===== config.mk =====
export PLATFORM = sky130hd
export DESIGN_NAME = uart_tx_cfg
export DESIGN_NICKNAME = d
export VERILOG_FILES = /design/src/rtl/uart_tx_cfg.sv
export SDC_FILE = /design/constraint.sdc
export NUM_CORES = 1
export LEC_CHECK = 0
export ABC_AREA = 1
export CAP_MARGIN = 20
export CORE_ASPECT_RATIO = 1.5
export CORE_MARGIN = 2
export CORE_UTILIZATION = 59
export CTS_BUF_LIST = sky130_fd_sc_hd__clkbuf_16
export DETAILED_ROUTE_END_ITERATION = 16
export PLACE_DENSITY = 0.83
export SLEW_MARGIN = 20
export SYNTH_ARGS = -nofsm -noshare
export SYNTH_HDL_FRONTEND = slang
export SYNTH_SLANG_ARGS = --single-unit

===== constraint.sdc =====
create_clock -name clk -period 2.3 [get_ports clk]
set_input_delay 0.46 -clock clk [delete_from_list [all_inputs] [get_ports clk]]
set_output_delay 0.46 -clock clk [all_outputs]
set_load 0.02 [all_outputs]

===== src/rtl/uart_tx_cfg.sv =====
// rtl/uart_tx_cfg.sv - UART transmitter with configurable frame format and write FIFO
//
// Purpose: accepts words on a valid/ready write port into a small FIFO and
// serialises them as start / data (LSB first) / optional parity / stop bits.
//
// Ports:
//   clk        - clock, rising edge
//   rst        - asynchronous active-high reset
//   en         - transmit enable; gates only the start of new frames
//   s_valid    - write word offered
//   s_data     - word to transmit (DATA_BITS wide)
//   s_ready    - FIFO can accept a word
//   tx         - registered serial line, idle high
//   tx_busy    - high from first start-bit cycle through last stop-bit cycle
//   fifo_count - FIFO occupancy
module uart_tx_cfg #(
  parameter int CLK_HZ     = 100_000_000,
  parameter int BAUD       = 115200,
  parameter int DATA_BITS  = 8,
  parameter int PARITY     = 0,
  parameter int STOP_BITS  = 1,
  parameter int FIFO_DEPTH = 4
) (
  input  logic                         clk,
  input  logic                         rst,
  input  logic                         en,
  input  logic                         s_valid,
  input  logic [DATA_BITS-1:0]         s_data,
  output logic                         s_ready,
  output logic                         tx,
  output logic                         tx_busy,
  output logic [$clog2(FIFO_DEPTH):0]  fifo_count
);

  localparam int DIV   = CLK_HZ / BAUD;
  localparam int PW    = $clog2(FIFO_DEPTH);
  localparam int CW    = PW + 1;
  localparam int CNT_W = $clog2(STOP_BITS * DIV + 1);
  localparam int BW    = $clog2(DATA_BITS);

  localparam logic [CNT_W-1:0] BIT_END  = CNT_W'(DIV - 1);
  localparam logic [CNT_W-1:0] STOP_END = CNT_W'(STOP_BITS * DIV - 1);
  localparam logic [BW-1:0]    LAST_BIT = BW'(DATA_BITS - 1);
  localparam logic [CW-1:0]    FULL     = CW'(FIFO_DEPTH);

  typedef enum logic [2:0] {S_IDLE, S_START, S_DATA, S_PARITY, S_STOP} state_t;
  state_t state, state_n;

  logic [DATA_BITS-1:0] mem [FIFO_DEPTH];
  logic [PW-1:0]        wr_ptr, rd_ptr;
  logic [CNT_W-1:0]     baud_cnt;
  logic [BW-1:0]        bit_idx;
  logic [DATA_BITS-1:0] shreg;
  logic                 par_bit;
  logic                 wr, pop, bit_done, stop_done;
  logic                 tx_d;

  assign s_ready   = (fifo_count < FULL);
  assign wr        = s_valid & s_ready;
  assign pop       = (state == S_IDLE) & en & (fifo_count != '0);
  assign bit_done  = (baud_cnt == BIT_END);
  assign stop_done = (baud_cnt == STOP_END);

  // FIFO storage needs no reset: emptiness is defined by the pointers/count.
  always_ff @(posedge clk) begin
    if (wr) mem[wr_ptr] <= s_data;
  end

  always_ff @(posedge clk or posedge rst) begin
    if (rst) begin
      wr_ptr     <= '0;
      rd_ptr     <= '0;
      fifo_count <= '0;
    end else begin
      if (wr)  wr_ptr <= wr_ptr + PW'(1);
      if (pop) rd_ptr <= rd_ptr + PW'(1);
      case ({wr, pop})
        2'b10:   fifo_count <= fifo_count + CW'(1);
        2'b01:   fifo_count <= fifo_count - CW'(1);
        default: fifo_count <= fifo_count;
      endcase
    end
  end

  // State register
  always_ff @(posedge clk or posedge rst) begin
    if (rst) state <= S_IDLE;
    else     state <= state_n;
  end

  // Next-state logic
  always_comb begin
    state_n = state;
    case (state)
      S_IDLE:   if (pop) state_n = S_START;
      S_START:  if (bit_done) state_n = S_DATA;
      S_DATA:   if (bit_done && bit_idx == LAST_BIT)
                  state_n = (PARITY != 0) ? S_PARITY : S_STOP;
      S_PARITY: if (bit_done) state_n = S_STOP;
      S_STOP:   if (stop_done) state_n = S_IDLE;
      default:  state_n = S_IDLE;
    endcase
  end

  // Baud counter restarts with every frame and every bit; the stop phase is
  // timed as one long interval of STOP_BITS bit periods. Parity is captured
  // from the unshifted word at pop time.
  always_ff @(posedge clk or posedge rst) begin
    if (rst) begin
      baud_cnt <= '0;
      bit_idx  <= '0;
      shreg    <= '0;
      par_bit  <= 1'b0;
    end else if (pop) begin
      baud_cnt <= '0;
      bit_idx  <= '0;
      shreg    <= mem[rd_ptr];
      par_bit  <= (^mem[rd_ptr]) ^ (PARITY == 1);
    end else if (state != S_IDLE) begin
      if ((state == S_STOP) ? stop_done : bit_done) baud_cnt <= '0;
      else                                          baud_cnt <= baud_cnt + CNT_W'(1);
      if (state == S_DATA && bit_done) begin
        bit_idx <= bit_idx + BW'(1);
        shreg   <= shreg >> 1;
      end
    end
  end

  // Output logic: the value tx takes on the next cycle, so the line is
  // driven straight from a flop and changes exactly on bit boundaries.
  always_comb begin
    tx_d = tx;
    case (state)
      S_IDLE:   tx_d = pop ? 1'b0 : 1'b1;
      S_START:  if (bit_done) tx_d = shreg[0];
      S_DATA:   if (bit_done)
                  tx_d = (bit_idx == LAST_BIT) ? ((PARITY != 0) ? par_bit : 1'b1)
                                               : shreg[1];
      S_PARITY: if (bit_done) tx_d = 1'b1;
      default:  tx_d = 1'b1;
    endcase
  end

  always_ff @(posedge clk or posedge rst) begin
    if (rst) begin
      tx      <= 1'b1;
      tx_busy <= 1'b0;
    end else begin
      tx      <= tx_d;
      tx_busy <= (state_n != S_IDLE);
    end
  end

endmodule


; ---- Yosys cells after proc, flatten, opt, wreduce, memory -nomap -nowiden
; Memory sizes are Yosys's and may differ from the RTL's.
; Index checks and enable logic that the tools add are counted.
[totals]
n_memories = 1
wordCells = 66
regBits = 33
ramBits = 32
output_inout_bits = 6
input_bits = 12
[op_classes]
reduce_logical = 11
n_bitwise = 3
n_eq_ne = 11
mux = 24
n_lt_le_gt_ge = 1
addsub = 6
[memory_table]
columns = memory, depth, word_bits, read_ports, rd_clocked_by_memory_dff, wr, line
row1 = mem, 4, 8, 1, 0, 1, 49  ; logic [DATA_BITS-1:0] mem [FIFO_DEPTH];
[ops]
columns = op, count
row1 = $mux 10, 3
row2 = $mux 3, 8
row3 = $mux 8, 3
row4 = $pmux 3 s5, 1
row5 = $add 10x1->10 const B, 1
row6 = $eq 10x10->1 const B, 1
row7 = $reduce_bool 3->1, 3
row8 = $mux 1, 7
row9 = $add 3x1->3 const B, 2
row10 = $eq 3x2->1 const B, 2
row11 = $eq 3x3->1 const B, 2
row12 = $ne 2x2->1 const B, 3
row13 = $pmux 3 s2, 1
row14 = $reduce_bool 2->1, 3
row15 = $add 2x1->2 const B, 2
row16 = $pmux 1 s4, 1
row17 = $and 1x1->1, 3
row18 = $eq 3x1->1 const B, 1
row19 = $logic_not 3->1, 1
row20 = $lt 3x3->1 const B, 1
row21 = $reduce_and 3->1, 1
row22 = $sub 3x1->3 const B, 1
row23 = $eq 2x1->1 const B, 1
row24 = $eq 2x2->1 const B, 1
row25 = other kinds (2), 3

; ---- Logic depth before layout (Yosys ltp)
; Gate-level depths: netlist of the first run.
[depth]
word_depth = 6
mapped_depth = 10
depth_no_buf = 10

; ---- Least setup slack after synthesis of the first run
; Ideal clock, no wire load.
[synth_path]
path_kind = register -> register
startpoint = reg fifo_count[2]
endpoint = reg fifo_count[2]
setup_time_ns = 0.131
n_path_buf = 0
t_arrival_ns = 1.948
required_ns = 2.169
path_stages_with_launch = 11
slack_ns = 0.221
period_less_slack_ns = 2.079
path_cell_list = dfrtp_1 -> inv_2 -> nand3_1 -> nand2_1 -> nor2_1 -> ha_1 -> inv_1 -> fa_1 -> a21oi_1 -> o21ai_0 -> xor2_1
[synth_via]
elab_chain_len = 4
elab_cells_between_ends = 10
cone_classes = 2 x add/sub / 1 x order compare / 2 x eq/ne / 1 x mux / 2 x bitwise / 2 x reduce/logical
[synth_rtl]
columns = item, line
row1 = "start, declared", 32  ; output logic [$clog2(FIFO_DEPTH):0] fifo_count
row2 = "start signal, assigned", 78  ; 2'b10: fifo_count <= fifo_count + CW'(1);
row3 = "start signal, assigned", 79  ; 2'b01: fifo_count <= fifo_count - CW'(1);
row4 = "start signal, assigned", 80  ; default: fifo_count <= fifo_count;
row5 = $lt 3x3->1 (*), 58  ; assign s_ready = (fifo_count < FULL);
row6 = net s_ready, 29  ; output logic s_ready,
row7 = $and 1x1->1 (*), 59  ; assign wr = s_valid & s_ready;
row8 = $eq 2x1->1 or $eq 2x2->1 (tied branches), 77  ; case ({wr, pop})
row9 = $pmux 3 s2 or $reduce_bool 2->1 (tied branches), --
; The timed path passes the listed nets; every way through them passes the cells marked *.
; A chain may end at the register's enable or synchronous reset.

; ---- Worst setup path in the final report of the first run
[layout_path]
startpoint = reg state[2]
endpoint = reg fifo_count[2]
[layout_via]
elab_chain_len = 5
elab_cells_between_ends = 7
cone_classes = 2 x eq/ne / 1 x mux / 2 x bitwise / 2 x reduce/logical
[layout_rtl]
columns = item, line
row1 = "start, declared", 47  ; state_t state, state_n;
row2 = "start signal, assigned", 88  ; else state <= state_n;
row3 = $logic_not 3->1 (*), 60  ; assign pop = (state == S_IDLE) & en & (fifo_count != '0);
row4 = $and 1x1->1 (*) (2 in series), 60
row5 = net pop, 55  ; logic wr, pop, bit_done, stop_done;
row6 = $eq 2x1->1 or $eq 2x2->1 (tied branches), 77
row7 = $pmux 3 s2 or $reduce_bool 2->1 (tied branches), --
; Marked as above.

==> results.rst, run 1 <==
.. list-table::
   :header-rows: 1

   * - Metric
     - Value
   * - Kind of capture point of the worst setup path
     - flop
   * - Leakage dissipation
     - 0.001643 uW
   * - RSZ-0062 raised after global routing
     - no
   * - Peak VDD IR
     - 0.7016 mV
   * - Post-synthesis sequential element count
     - 65
   * - Std-Cell Rows
     - 32
   * - Width of the die
     - 63.20 um
   * - Fraction of the cycle the final worst path needs
     - 0.8962
   * - Largest clock skew in the final design
     - 0.003763 ns
   * - WL per Instance
     - 13.00 um
   * - Core Area
     - 5125 um^2
   * - Router iterations before antenna repair
     - 5
   * - Diode insertion count for antenna repair
     - 0
   * - Share of synthesized area occupied by flip-flops and latches
     - 0.5764
   * - Post-CTS setup repair buffer count
     - 0
   * - Initial DRC count
     - 149
   * - Tightest Pin Transition
     - 0.5067 ns
   * - Post-synthesis cell area
     - 3102 um^2
   * - Depth of the CTS H-tree
     - 3
   * - Post-placement cell count
     - 418
   * - Critical Path Fanout Max
     - 7
   * - Hold violation count in the final report
     - 0
   * - Sw Share
     - 0.2088
   * - Data arrival time at the worst-slack endpoint
     - 2.26 ns
   * - Post-Synthesis Net Count
     - 352
   * - Ratio of routed vias to standard cells
     - 5.295
   * - Final nets
     - 382
   * - Aggregate routed wire length
     - 5.642 mm
   * - Detailed Place HPWL
     - 3.917 mm
   * - Worst-skew pair later-pin latency
     - 0.32 ns
   * - Number of routed nets with antenna violations
     - 0
   * - Number of design rule violations left after detail routing
     - 0
   * - Vias in the first global route
     - 2291
   * - Crit-path cells
     - inv_1 > nand2_4 > nor2_1 > ha_1 > inv_1 > fa_1 > a21oi_1 > o21ai_0 > xor2_1
   * - Highest achievable clock rate
     - 485.1 MHz
   * - Switching power of the nets
     - 522.2 uW
   * - Overall routing resource usage
     - 0.2234
   * - Number of standard cells in the final layout excluding fillers
     - 434
   * - Classification of the worst setup path
     - flop to flop
   * - Via total after detailed routing
     - 2298
   * - Layout cell share with drive strength beyond 1
     - 0.1093
   * - Cell-internal power
     - 1979 uW
   * - Most used cell along the critical path
     - sky130_fd_sc_hd__inv_1
   * - Cts repair resizes
     - 0
   * - Layout Area Growth over Synthesis
     - 17.59%
   * - Full die area
     - 5865 um^2
   * - Number of distinct library cells after synthesis
     - 30
   * - Starting utilization of the core area
     - 0.6052
   * - Vert. Die Dim
     - 92.80 um
   * - Sequential Power Share
     - 0.489
   * - Pwr dens
     - 685.8 nW/um^2
   * - Highest cell delay on the worst timing path
     - 0.41 ns
   * - Clock tree from TritonCTS
     - done
   * - Final Setup Violations
     - 0
   * - Max-cap check violation count
     - 0
   * - WHS
     - 0.4989 ns
   * - Pin count of the biggest net entering global routing
     - 34
   * - Clock Sink Count
     - 65
   * - Bufs on Longest Clock Path
     - 2
   * - Setup crit start kind
     - flop
   * - # hold bufs at CTS
     - 0
   * - Path category of the worst min-delay check
     - flop to flop
   * - Post-layout minimum cycle time
     - 2.061 ns
   * - Boundary pin count
     - 18
   * - CTS Root Cell
     - sky130_fd_sc_hd__clkbuf_16
   * - Critical-path top delay cell
     - sky130_fd_sc_hd__dfrtp_1
   * - Relative contribution of the clock network to total power
     - 0.495
   * - Total number of yosys warnings
     - 0
   * - Gate count of the mapped netlist
     - 331
   * - Wire length of the first global-routing pass
     - 9.894 mm
   * - Relative max-transition margin
     - 0.6596
   * - Required time at the endpoint of the critical path
     - 2.50 ns
   * - Antenna violations before repair
     - 0
   * - FILL cells
     - 406
   * - Final Wtd Congestion
     - 0.7865
   * - Number of pins with negative max-slew slack in the final report
     - 0
   * - Clock buffers created by TritonCTS
     - 9
   * - Final global-route overflow total
     - 0
   * - Clock edge transition at the registers on the reported setup and hold paths
     - 0.06 ns
   * - Outcome
     - completed
   * - Average cell area after synthesis
     - 9.371 um^2
   * - Logic pwr share
     - 0.016
   * - Count of buffers from port buffering
     - 17
cells in the mapped netlist:
cell / n / area [um^2]
sky130_fd_sc_hd__nand2_1: 97 / 364.1
sky130_fd_sc_hd__nand3_1: 39 / 195.2
sky130_fd_sc_hd__dfrtp_1: 32 / 800.8
sky130_fd_sc_hd__edfxtp_1: 32 / 960.9
sky130_fd_sc_hd__nor2_1: 29 / 108.9
sky130_fd_sc_hd__inv_1: 28 / 105.1
sky130_fd_sc_hd__o21ai_1: 10 / 50.05
sky130_fd_sc_hd__o21ai_0: 9 / 45.04
sky130_fd_sc_hd__a21oi_1: 8 / 40.04
sky130_fd_sc_hd__ha_1: 8 / 100.1
sky130_fd_sc_hd__nand4_1: 6 / 37.54
sky130_fd_sc_hd__buf_2: 4 / 20.02
sky130_fd_sc_hd__buf_6: 4 / 45.04
sky130_fd_sc_hd__xor2_1: 4 / 35.03
sky130_fd_sc_hd__buf_4: 2 / 15.01
sky130_fd_sc_hd__clkinv_1: 2 / 7.510
sky130_fd_sc_hd__inv_2: 2 / 7.510
sky130_fd_sc_hd__nand2_2: 2 / 12.51
sky130_fd_sc_hd__nand2_4: 2 / 22.52
sky130_fd_sc_hd__dfstp_2: 1 / 26.28
sky130_fd_sc_hd__fa_1: 1 / 20.02
sky130_fd_sc_hd__inv_4: 1 / 6.260
sky130_fd_sc_hd__nand3_2: 1 / 10.01
sky130_fd_sc_hd__nand3_4: 1 / 17.52
sky130_fd_sc_hd__nand3b_1: 1 / 7.510
sky130_fd_sc_hd__nor2_4: 1 / 11.26
sky130_fd_sc_hd__nor3_1: 1 / 5.000
sky130_fd_sc_hd__nor3_2: 1 / 10.01
sky130_fd_sc_hd__o22ai_1: 1 / 6.260
sky130_fd_sc_hd__xnor2_1: 1 / 8.760
critical path: cells and delay by family (launching register included):
family                     cells  cell delay, ns
adders and majority gates      2            0.55
DFF                            1            0.41
and+or+nand+nor                2            0.29
buffers and inverters          2            0.28
AOI/OAI and AO/OA              2            0.24
xor gates and xnor gates       1            0.16
cells in the final DEF (no fill, tap or decap), types with 2 or more instances in the layout:
| master | count |
|---|---|
| sky130_fd_sc_hd__o21ai_0 | 9 |
| sky130_fd_sc_hd__nand2_4 | 2 |
| sky130_fd_sc_hd__clkinv_1 | 2 |
| sky130_fd_sc_hd__ha_1 | 8 |
| sky130_fd_sc_hd__nand2_2 | 2 |
| sky130_fd_sc_hd__clkbuf_16 | 9 |
| sky130_fd_sc_hd__inv_2 | 2 |
| sky130_fd_sc_hd__a21oi_1 | 8 |
| sky130_fd_sc_hd__inv_1 | 28 |
| sky130_fd_sc_hd__buf_4 | 12 |
| sky130_fd_sc_hd__o21ai_1 | 10 |
| sky130_fd_sc_hd__dfrtp_1 | 32 |
| sky130_fd_sc_hd__nand4_1 | 6 |
| sky130_fd_sc_hd__nand2_1 | 97 |
| sky130_fd_sc_hd__inv_6 | 2 |
| sky130_fd_sc_hd__clkinvlp_4 | 2 |
| sky130_fd_sc_hd__clkdlybuf4s50_1 | 17 |
| sky130_fd_sc_hd__nand3_1 | 39 |
| sky130_fd_sc_hd__nor2_1 | 29 |
| sky130_fd_sc_hd__edfxtp_1 | 32 |
| sky130_fd_sc_hd__xor2_1 | 4 |
| sky130_fd_sc_hd__clkinv_4 | 2 |
through the flow:
stage	setup TNS, ns	cell area [um^2]	total power (uW)	utilization	setup WS (ns)
2_1_floorplan	0	3102	1255	-	0.2214
3_3_place_gp	0	3367	1284	0.6570	0.05042
3_5_place_dp	-0.01698	3367	1286	0.6570	-0.01698
4_1_cts	0	3647	2515	0.7117	0.2540
5_1_grt	0	3647	2584	0.7117	0.09138
6_report	0	3647	2501	0.7117	0.2387
path summary, 6_finish.rpt:
check / start / end / slack, ns / cells past startpoint
max in group asynchronous: rst / tx / 1.45 / 3
worst max register to register: state[2] / fifo_count[2] / 0.24 / 9
worst min register to register: tx / tx / 0.50 / 2
min in group asynchronous: rst / fifo_count[0] / 0.52 / 3
worst min-delay path: tx / tx / 0.50 / 2
worst max-delay path: state[2] / fifo_count[2] / 0.24 / 9
area by class of cell:
| cell class | count | area [um^2] | share of cell area |
|---|---|---|---|
| Inverter | 33 | 126.4 | 0.03465 |
| Sequential cell | 65 | 1788 | 0.4902 |
| Timing Repair Buffer | 29 | 260.3 | 0.07136 |
| Clock buffer | 9 | 225.2 | 0.06175 |
| Clock inverter | 7 | 55.05 | 0.01509 |
| Tap cell | 68 | 85.08 | 0.02333 |
| Multi-Input combinational cell | 223 | 1107 | 0.3036 |
sequential cells by signal, summed over array words and instances (netlist names):
| signal | flops |
|---|---|
| mem | 32 |
| baud_cnt | 10 |
| shreg | 8 |
| bit_idx | 3 |
| fifo_count | 3 |
| state | 3 |
| rd_ptr | 2 |
| wr_ptr | 2 |
| tx | 1 |
| tx_busy | 1 |
power groups by stage:
| stage | Sequential [uW] | Clock, uW | Combinational, uW |
|---|---|---|---|
| CTS | 1220 | 1250 | 41.1 |
| floorplan | 1250 | 0 | 9.71 |
| detailed placement | 1240 | 0 | 41.0 |
| global route | 1220 | 1320 | 45.6 |
| global placement | 1240 | 0 | 39.8 |
| finish | 1220 | 1240 | 40.3 |
layer usage:
layer | vias up | GRT usage | wire, um
met5 | - | 0 | 0
met4 | 0 | 0.1014 | 138
met3 | 12 | 0.06318 | 158
met2 | 46 | 0.4087 | 3115
met1 | 1094 | 0.2344 | 2229
li1 | 1146 | - | -
cells by family after synthesis:
logic type,share of synthesized area
fa+ha+maj,0.03873
simple gates,0.2586
compound gates,0.04558
xor+xnor,0.01412
buf+inv,0.06656
flops,0.5764
No activity file was read; power rests on OpenSTA's default activity.
==> run 2, diff against run 1 <==
==> constraint.sdc (replaced) <==
create_clock -name clk -period 2.1 [get_ports clk]
set_input_delay 0.42 -clock clk [delete_from_list [all_inputs] [get_ports clk]]
set_output_delay 0.42 -clock clk [all_outputs]
set_load 0.02 [all_outputs]
==> run 2 against run 1 <==
Net effect:
- count of clock-buffer cells in the layout stayed put
- power is 18% higher
- via count rose by 0.30%
- clock power up 27%
- combinational power is 9.2% higher
- sequential power increased by 9.8%
- register-to-register slack worse by 0.09 ns
- critical path type unchanged
- critical endpoint unchanged
- largest cell class unchanged
- highest routed layer unchanged
==> results.rst, run 2 (synthesized netlist as in run 1, its figures left out) <==
.. list-table::
   :header-rows: 1

   * - Metric
     - Value
   * - Outcome
     - completed
   * - Worst-skew pair later-pin latency
     - 0.33 ns
   * - Layout cell share with drive strength beyond 1
     - 0.1277
   * - Initial DRC count
     - 170
   * - Top register by number of flip-flops
     - mem
   * - Width of the die
     - 63.20 um
   * - Highest achievable clock rate
     - 512.2 MHz
   * - Post-CTS setup repair buffer count
     - 0
   * - Hold violation count in the final report
     - 0
   * - Clock edge transition at the registers on the reported setup and hold paths
     - 0.05 ns
   * - Final nets
     - 384
   * - Final Setup Violations
     - 0
   * - Pwr dens
     - 793.1 nW/um^2
   * - Storage cell area
     - 1790 um^2
   * - FILL cells
     - 381
   * - Layout Area Growth over Synthesis
     - 20.21%
   * - Ratio of routed vias to standard cells
     - 5.287
   * - Antenna violations before repair
     - 0
   * - Vias in the first global route
     - 2274
   * - Full die area
     - 5865 um^2
   * - Final non-filler cell area
     - 3729 um^2
   * - Cts repair resizes
     - 0
   * - Depth of the CTS H-tree
     - 3
   * - Pin count of the biggest net entering global routing
     - 34
   * - Peak VDD IR
     - 0.8723 mV
   * - Max-cap check violation count
     - 0
   * - Kind of capture point of the worst setup path
     - flop
   * - Most common library cell in the layout ignoring fill and taps
     - sky130_fd_sc_hd__nand2_1
   * - Clock buffers created by TritonCTS
     - 9
   * - Data arrival time at the worst-slack endpoint
     - 2.16 ns
   * - Number of routed nets with antenna violations
     - 0
   * - Path category of the worst min-delay check
     - input port to asynchronous set/reset pin
   * - Critical Path Fanout Max
     - 4
   * - Aggregate routed wire length
     - 5.762 mm
   * - Wire length of the first global-routing pass
     - 10.19 mm
   * - Relative max-transition margin
     - 0.6898
   * - Via total after detailed routing
     - 2305
   * - Clock Sink Count
     - 65
   * - Number of design rule violations left after detail routing
     - 0
   * - Detailed Place HPWL
     - 3.828 mm
   * - Largest clock skew in the final design
     - 0.005544 ns
   * - Classification of the worst setup path
     - flop to flop
   * - Diode insertion count for antenna repair
     - 0
   * - Bufs on Longest Clock Path
     - 2
   * - Vert. Die Dim
     - 92.80 um
   * - Clock tree from TritonCTS
     - done
   * - Setup crit start kind
     - flop
   * - Final Wtd Congestion
     - 0.8276
   * - Required time at the endpoint of the critical path
     - 2.31 ns
   * - Overall routing resource usage
     - 0.2272
   * - Area of combinational cells with multiple inputs
     - 1119 um^2
   * - Highest-count cells in the layout ignoring fill and taps
     - 97 x sky130_fd_sc_hd__nand2_1, 38 x sky130_fd_sc_hd__nand3_1, 32 x sky130_fd_sc_hd__edfxtp_1
   * - Total power
     - 2957 uW
   * - Fraction of the cycle the final worst path needs
     - 0.9297
   * - Router iterations before antenna repair
     - 4
   * - Tightest Pin Transition
     - 0.4624 ns
   * - Final global-route overflow total
     - 0
   * - Post-layout minimum cycle time
     - 1.952 ns
   * - Flip-flop count of the largest register, all copies and words added
     - 32
   * - # hold bufs at CTS
     - 0
   * - Leakage dissipation
     - 0.001679 uW
   * - WL per Instance
     - 13.22 um
   * - CTS Root Cell
     - sky130_fd_sc_hd__clkbuf_16
   * - Core Area
     - 5125 um^2
   * - Number of pins with negative max-slew slack in the final report
     - 0
   * - Standard cell area after detailed placement
     - 3395 um^2
   * - Count of buffers from port buffering
     - 17
   * - Starting utilization of the core area
     - 0.6052
   * - Std-Cell Rows
     - 32
   * - Registers with the most flip-flops
     - mem (32), baud_cnt (10), shreg (8)
   * - Boundary pin count
     - 18
## run 2: changes by cell type in the layout (fill, tap and decap cells not counted), sizes merged
| cell | previous run | this run |
|---|---|---|
| buf | 12 | 14 |
| bufinv | 0 | 2 |
| clkinv | 5 | 6 |
| clkinvlp | 2 | 1 |
| inv | 33 | 31 |
## run 2: critical path: stages (launching register included)
cell and delay [ns]:
sky130_fd_sc_hd__dfrtp_2 0.44, sky130_fd_sc_hd__nor2_4 0.16, sky130_fd_sc_hd__nand2_4 0.09, sky130_fd_sc_hd__nor2_2 0.14
sky130_fd_sc_hd__ha_1 0.15, sky130_fd_sc_hd__inv_1 0.06, sky130_fd_sc_hd__fa_1 0.41, sky130_fd_sc_hd__a21oi_2 0.15
sky130_fd_sc_hd__o21ai_1 0.09, sky130_fd_sc_hd__xor2_1 0.14
## run 2: metrics by stage
stage            util    TNS, ns  instances  hold slack, ns  setup WS (ns)
6_report       0.7275          0        436          0.4818         0.1475
5_1_grt        0.7275  -0.003660        436          0.5313      -0.003660
4_1_cts        0.7249          0        436          0.4962        0.05598
3_5_place_dp   0.6624    -0.1862        420          0.4929        -0.1862
3_3_place_gp   0.6624    -0.1109        420          0.4853        -0.1109
2_1_floorplan       -          0        331          0.4690        0.02136
## run 2: cell type report
type,count,area share
Clock inverter,7,0.02550
Tap cell,68,0.02282
Clock buffer,9,0.06040
Sequential cell,65,0.4802
Multi-Input combinational cell,223,0.3000
Inverter,33,0.03389
Timing Repair Buffer,31,0.07718
## run 2: final timing paths
kind	from	end	slack (ns)	cells past startpoint
hold reg to reg	tx	tx	0.50	2
setup / recovery	state[1]	fifo_count[2]	0.15	9
hold / removal	rst	baud_cnt[8]	0.48	3
min in group clk	tx	tx	0.50	2
max in group asynchronous	rst	tx	1.29	3
setup reg to reg	state[1]	fifo_count[2]	0.15	9
## run 2: metal layers
metal  vias up  wire length, um  track usage  part of all wire
li1       1151                -            -                 -
met1      1090             2225       0.2500              0.39
met2        51             3215       0.4105              0.56
met3        13              182      0.04496             0.032
met4         0              138       0.1178             0.024
met5         -                0            0                 0
## run 2: report_power, final
part           total (uW)  internal [uW]  leakage, uW  switching [uW]
clock                1570           1040     0.000155             537
combinational        44.0           22.1     0.000831            21.8
sequential           1340           1340     0.000692               0
total                2960           2400      0.00168             559
==> run 3, diff against run 2 <==
==> constraint.sdc (replaced) <==
create_clock -name clk -period 2.1 [get_ports clk]
set_input_delay 0.315 -clock clk [delete_from_list [all_inputs] [get_ports clk]]
set_output_delay 0.315 -clock clk [all_outputs]
set_load 0.02 [all_outputs]
==> run 3 against run 2 <==
Net effect:
- final cell count increased by 0.69%
- final area up 1.3%
- global-route usage grew 2.2 points
- wire length increased by 11%
- worst hold slack worse by 0.12 ns
- power grew 5.3%
- combinational power is 10% higher
- clock skew about the same
- via count grew 3.7%
==> results.rst, run 3 (synthesized netlist as in run 1, its figures left out) <==
.. list-table::
   :header-rows: 1

   * - Metric
     - Value
   * - Clock tree from TritonCTS
     - done
   * - Vert. Die Dim
     - 92.80 um
   * - Beginning of the worst register-to-register path
     - state[0]
   * - Worst Reg-to-Reg Cells
     - 9
   * - Tightest Pin Transition
     - 0.5641 ns
   * - Ratio of routed vias to standard cells
     - 5.446
   * - Number of design rule violations left after detail routing
     - 0
   * - Worst-skew pair later-pin latency
     - 0.33 ns
   * - Sw Share
     - 0.1870
   * - Kind of capture point of the worst setup path
     - flop
   * - Final worst slack
     - 0.1439 ns
   * - Required time at the endpoint of the critical path
     - 2.31 ns
   * - CTS Root Cell
     - sky130_fd_sc_hd__clkbuf_16
   * - Logic pwr share
     - 0.016
   * - Full die area
     - 5865 um^2
   * - GRT met2 Usage
     - 0.4504
   * - Via total after detailed routing
     - 2391
   * - Boundary pin count
     - 18
   * - Setup crit start kind
     - flop
   * - GRT Max-Usage Layer
     - met2
   * - Diode insertion count for antenna repair
     - 0
   * - Critical Path Fanout Max
     - 5
   * - Aggregate routed wire length
     - 6.413 mm
   * - Router iterations before antenna repair
     - 4
   * - Relative max-transition margin
     - 0.6235
   * - Bufs on Longest Clock Path
     - 2
   * - Pwr dens
     - 824.5 nW/um^2
   * - Hold violation count in the final report
     - 0
   * - Layout cell share with drive strength beyond 1
     - 0.1321
   * - Core Area
     - 5125 um^2
   * - Depth of the CTS H-tree
     - 3
   * - Layout Area Growth over Synthesis
     - 21.74%
   * - Clock buffers created by TritonCTS
     - 9
   * - Switching power of the nets
     - 582.1 uW
   * - Number of pins with negative max-slew slack in the final report
     - 0
   * - R2r setup slk
     - 0.14 ns
   * - Most common library cell in the layout ignoring fill and taps
     - sky130_fd_sc_hd__nand2_1
   * - Highest achievable clock rate
     - 511.2 MHz
   * - Final Wtd Congestion
     - 0.8357
   * - Leakage dissipation
     - 0.001699 uW
   * - Starting utilization of the core area
     - 0.6052
   * - Highest-count cells in the layout ignoring fill and taps
     - 97 x sky130_fd_sc_hd__nand2_1, 38 x sky130_fd_sc_hd__nand3_1, 32 x sky130_fd_sc_hd__edfxtp_1
   * - Number of routed nets with antenna violations
     - 0
   * - RSZ-0062 raised after global routing
     - no
   * - End of the worst register-to-register path
     - fifo_count[2]
   * - Data arrival time at the worst-slack endpoint
     - 2.16 ns
   * - Peak VDD IR
     - 1.243 mV
   * - Initial DRC count
     - 137
   * - Classification of the worst setup path
     - flop to flop
   * - Flip-flop count of the largest register, all copies and words added
     - 32
   * - Top register by number of flip-flops
     - mem
   * - Wire length of the first global-routing pass
     - 10.88 mm
   * - WL per Instance
     - 14.61 um
   * - Vias in the first global route
     - 2465
   * - Pin count of the biggest net entering global routing
     - 31
   * - Cell-internal power
     - 2531 uW
   * - Largest clock skew in the final design
     - 0.006011 ns
   * - Outcome
     - completed
   * - Relative contribution of the clock network to total power
     - 0.554
   * - Antenna violations before repair
     - 0
   * - Width of the die
     - 63.20 um
   * - Fraction of the cycle the final worst path needs
     - 0.9315
   * - Place WS
     - -0.06619 ns
   * - Std-Cell Rows
     - 32
   * - # hold bufs at CTS
     - 0
   * - Sequential Power Share
     - 0.430
   * - Met1 global-route usage
     - 0.2398
   * - Clock Sink Count
     - 65
   * - Max-cap check violation count
     - 0
   * - Overall routing resource usage
     - 0.2492
   * - Registers with the most flip-flops
     - mem (32), baud_cnt (10), shreg (8)
   * - Final Setup Violations
     - 0
   * - Detailed Place HPWL
     - 4.107 mm
   * - Final nets
     - 387
   * - Post-layout minimum cycle time
     - 1.956 ns
   * - Count of buffers from port buffering
     - 17
   * - Global-route track usage on met3
     - 0.05589
   * - Final global-route overflow total
     - 0
   * - Path category of the worst min-delay check
     - input port to asynchronous set/reset pin
   * - Setup Total Neg Slack
     - 0 ns
   * - Clock edge transition at the registers on the reported setup and hold paths
     - 0.06 ns
-- run 3: metal layers --
layer,part of all wire,vias to the layer above
met5,0,-
met4,0.038,0
met3,0.036,20
met2,0.56,55
met1,0.37,1161
li1,-,1155
-- run 3: repair_timing --
action / CTS / global route
setup buffers: 0 / 2
endpoints found under the setup margin: 0 / 1
resized for setup: 0 / 5
-- run 3: how the worst max path moves through the flow --
stage	from	end	slack, ns	depth (start not counted)
6_report	state[0]	fifo_count[2]	0.14	9
5_1_grt	state[0]	fifo_count[2]	0.02	9
4_1_cts	state[0]	fifo_count[2]	0.06	9
3_5_place_dp	en	fifo_count[2]	-0.07	9
3_3_place_gp	en	fifo_count[2]	0.001	9
2_1_floorplan	fifo_count[2]	fifo_count[2]	0.02	10
-- run 3: power by group through the flow --
stage	logic (uW)	clock network, uW	registers (uW)
2_1_floorplan	10.6	0	1360
3_3_place_gp	46.6	0	1360
3_5_place_dp	48.4	0	1360
4_1_cts	49.1	1750	1340
5_1_grt	53.3	1800	1340
6_report	48.4	1730	1340
-- run 3: area by class of cell --
class | count | area [um^2]
clock buffer | 9 | 225.2
sequential | 65 | 1790
tap | 68 | 85.08
timing repair buffer | 34 | 310.3
fill | 355 | 1349
multi-input combinational | 223 | 1115
inverter | 33 | 126.4
clock inverter | 7 | 123.9
-- run 3: per-stage QoR --
stage                     cell area (um^2)  hold slack [ns]  std cells  power (uW)    util
final                                 3776           0.3626        439        3113  0.7368
after global placement                3402           0.4854        421        1410  0.6638
after global routing                  3776           0.4030        439        3190  0.7368
after floorplan                       3102           0.4139        331        1374       -
after CTS                             3751           0.3717        437        3136  0.7319
after detailed placement              3402           0.4958        421        1412  0.6638
-- run 3: worst max-delay path, cell delays in order, from the launching register on --
cell	delay [ns]
sky130_fd_sc_hd__dfrtp_2	0.44
sky130_fd_sc_hd__nor2_4	0.16
sky130_fd_sc_hd__nand2_4	0.09
sky130_fd_sc_hd__nor2_2	0.14
sky130_fd_sc_hd__ha_1	0.15
sky130_fd_sc_hd__inv_1	0.06
sky130_fd_sc_hd__fa_1	0.39
sky130_fd_sc_hd__a21oi_1	0.15
sky130_fd_sc_hd__o21ai_1	0.10
sky130_fd_sc_hd__xor2_1	0.16
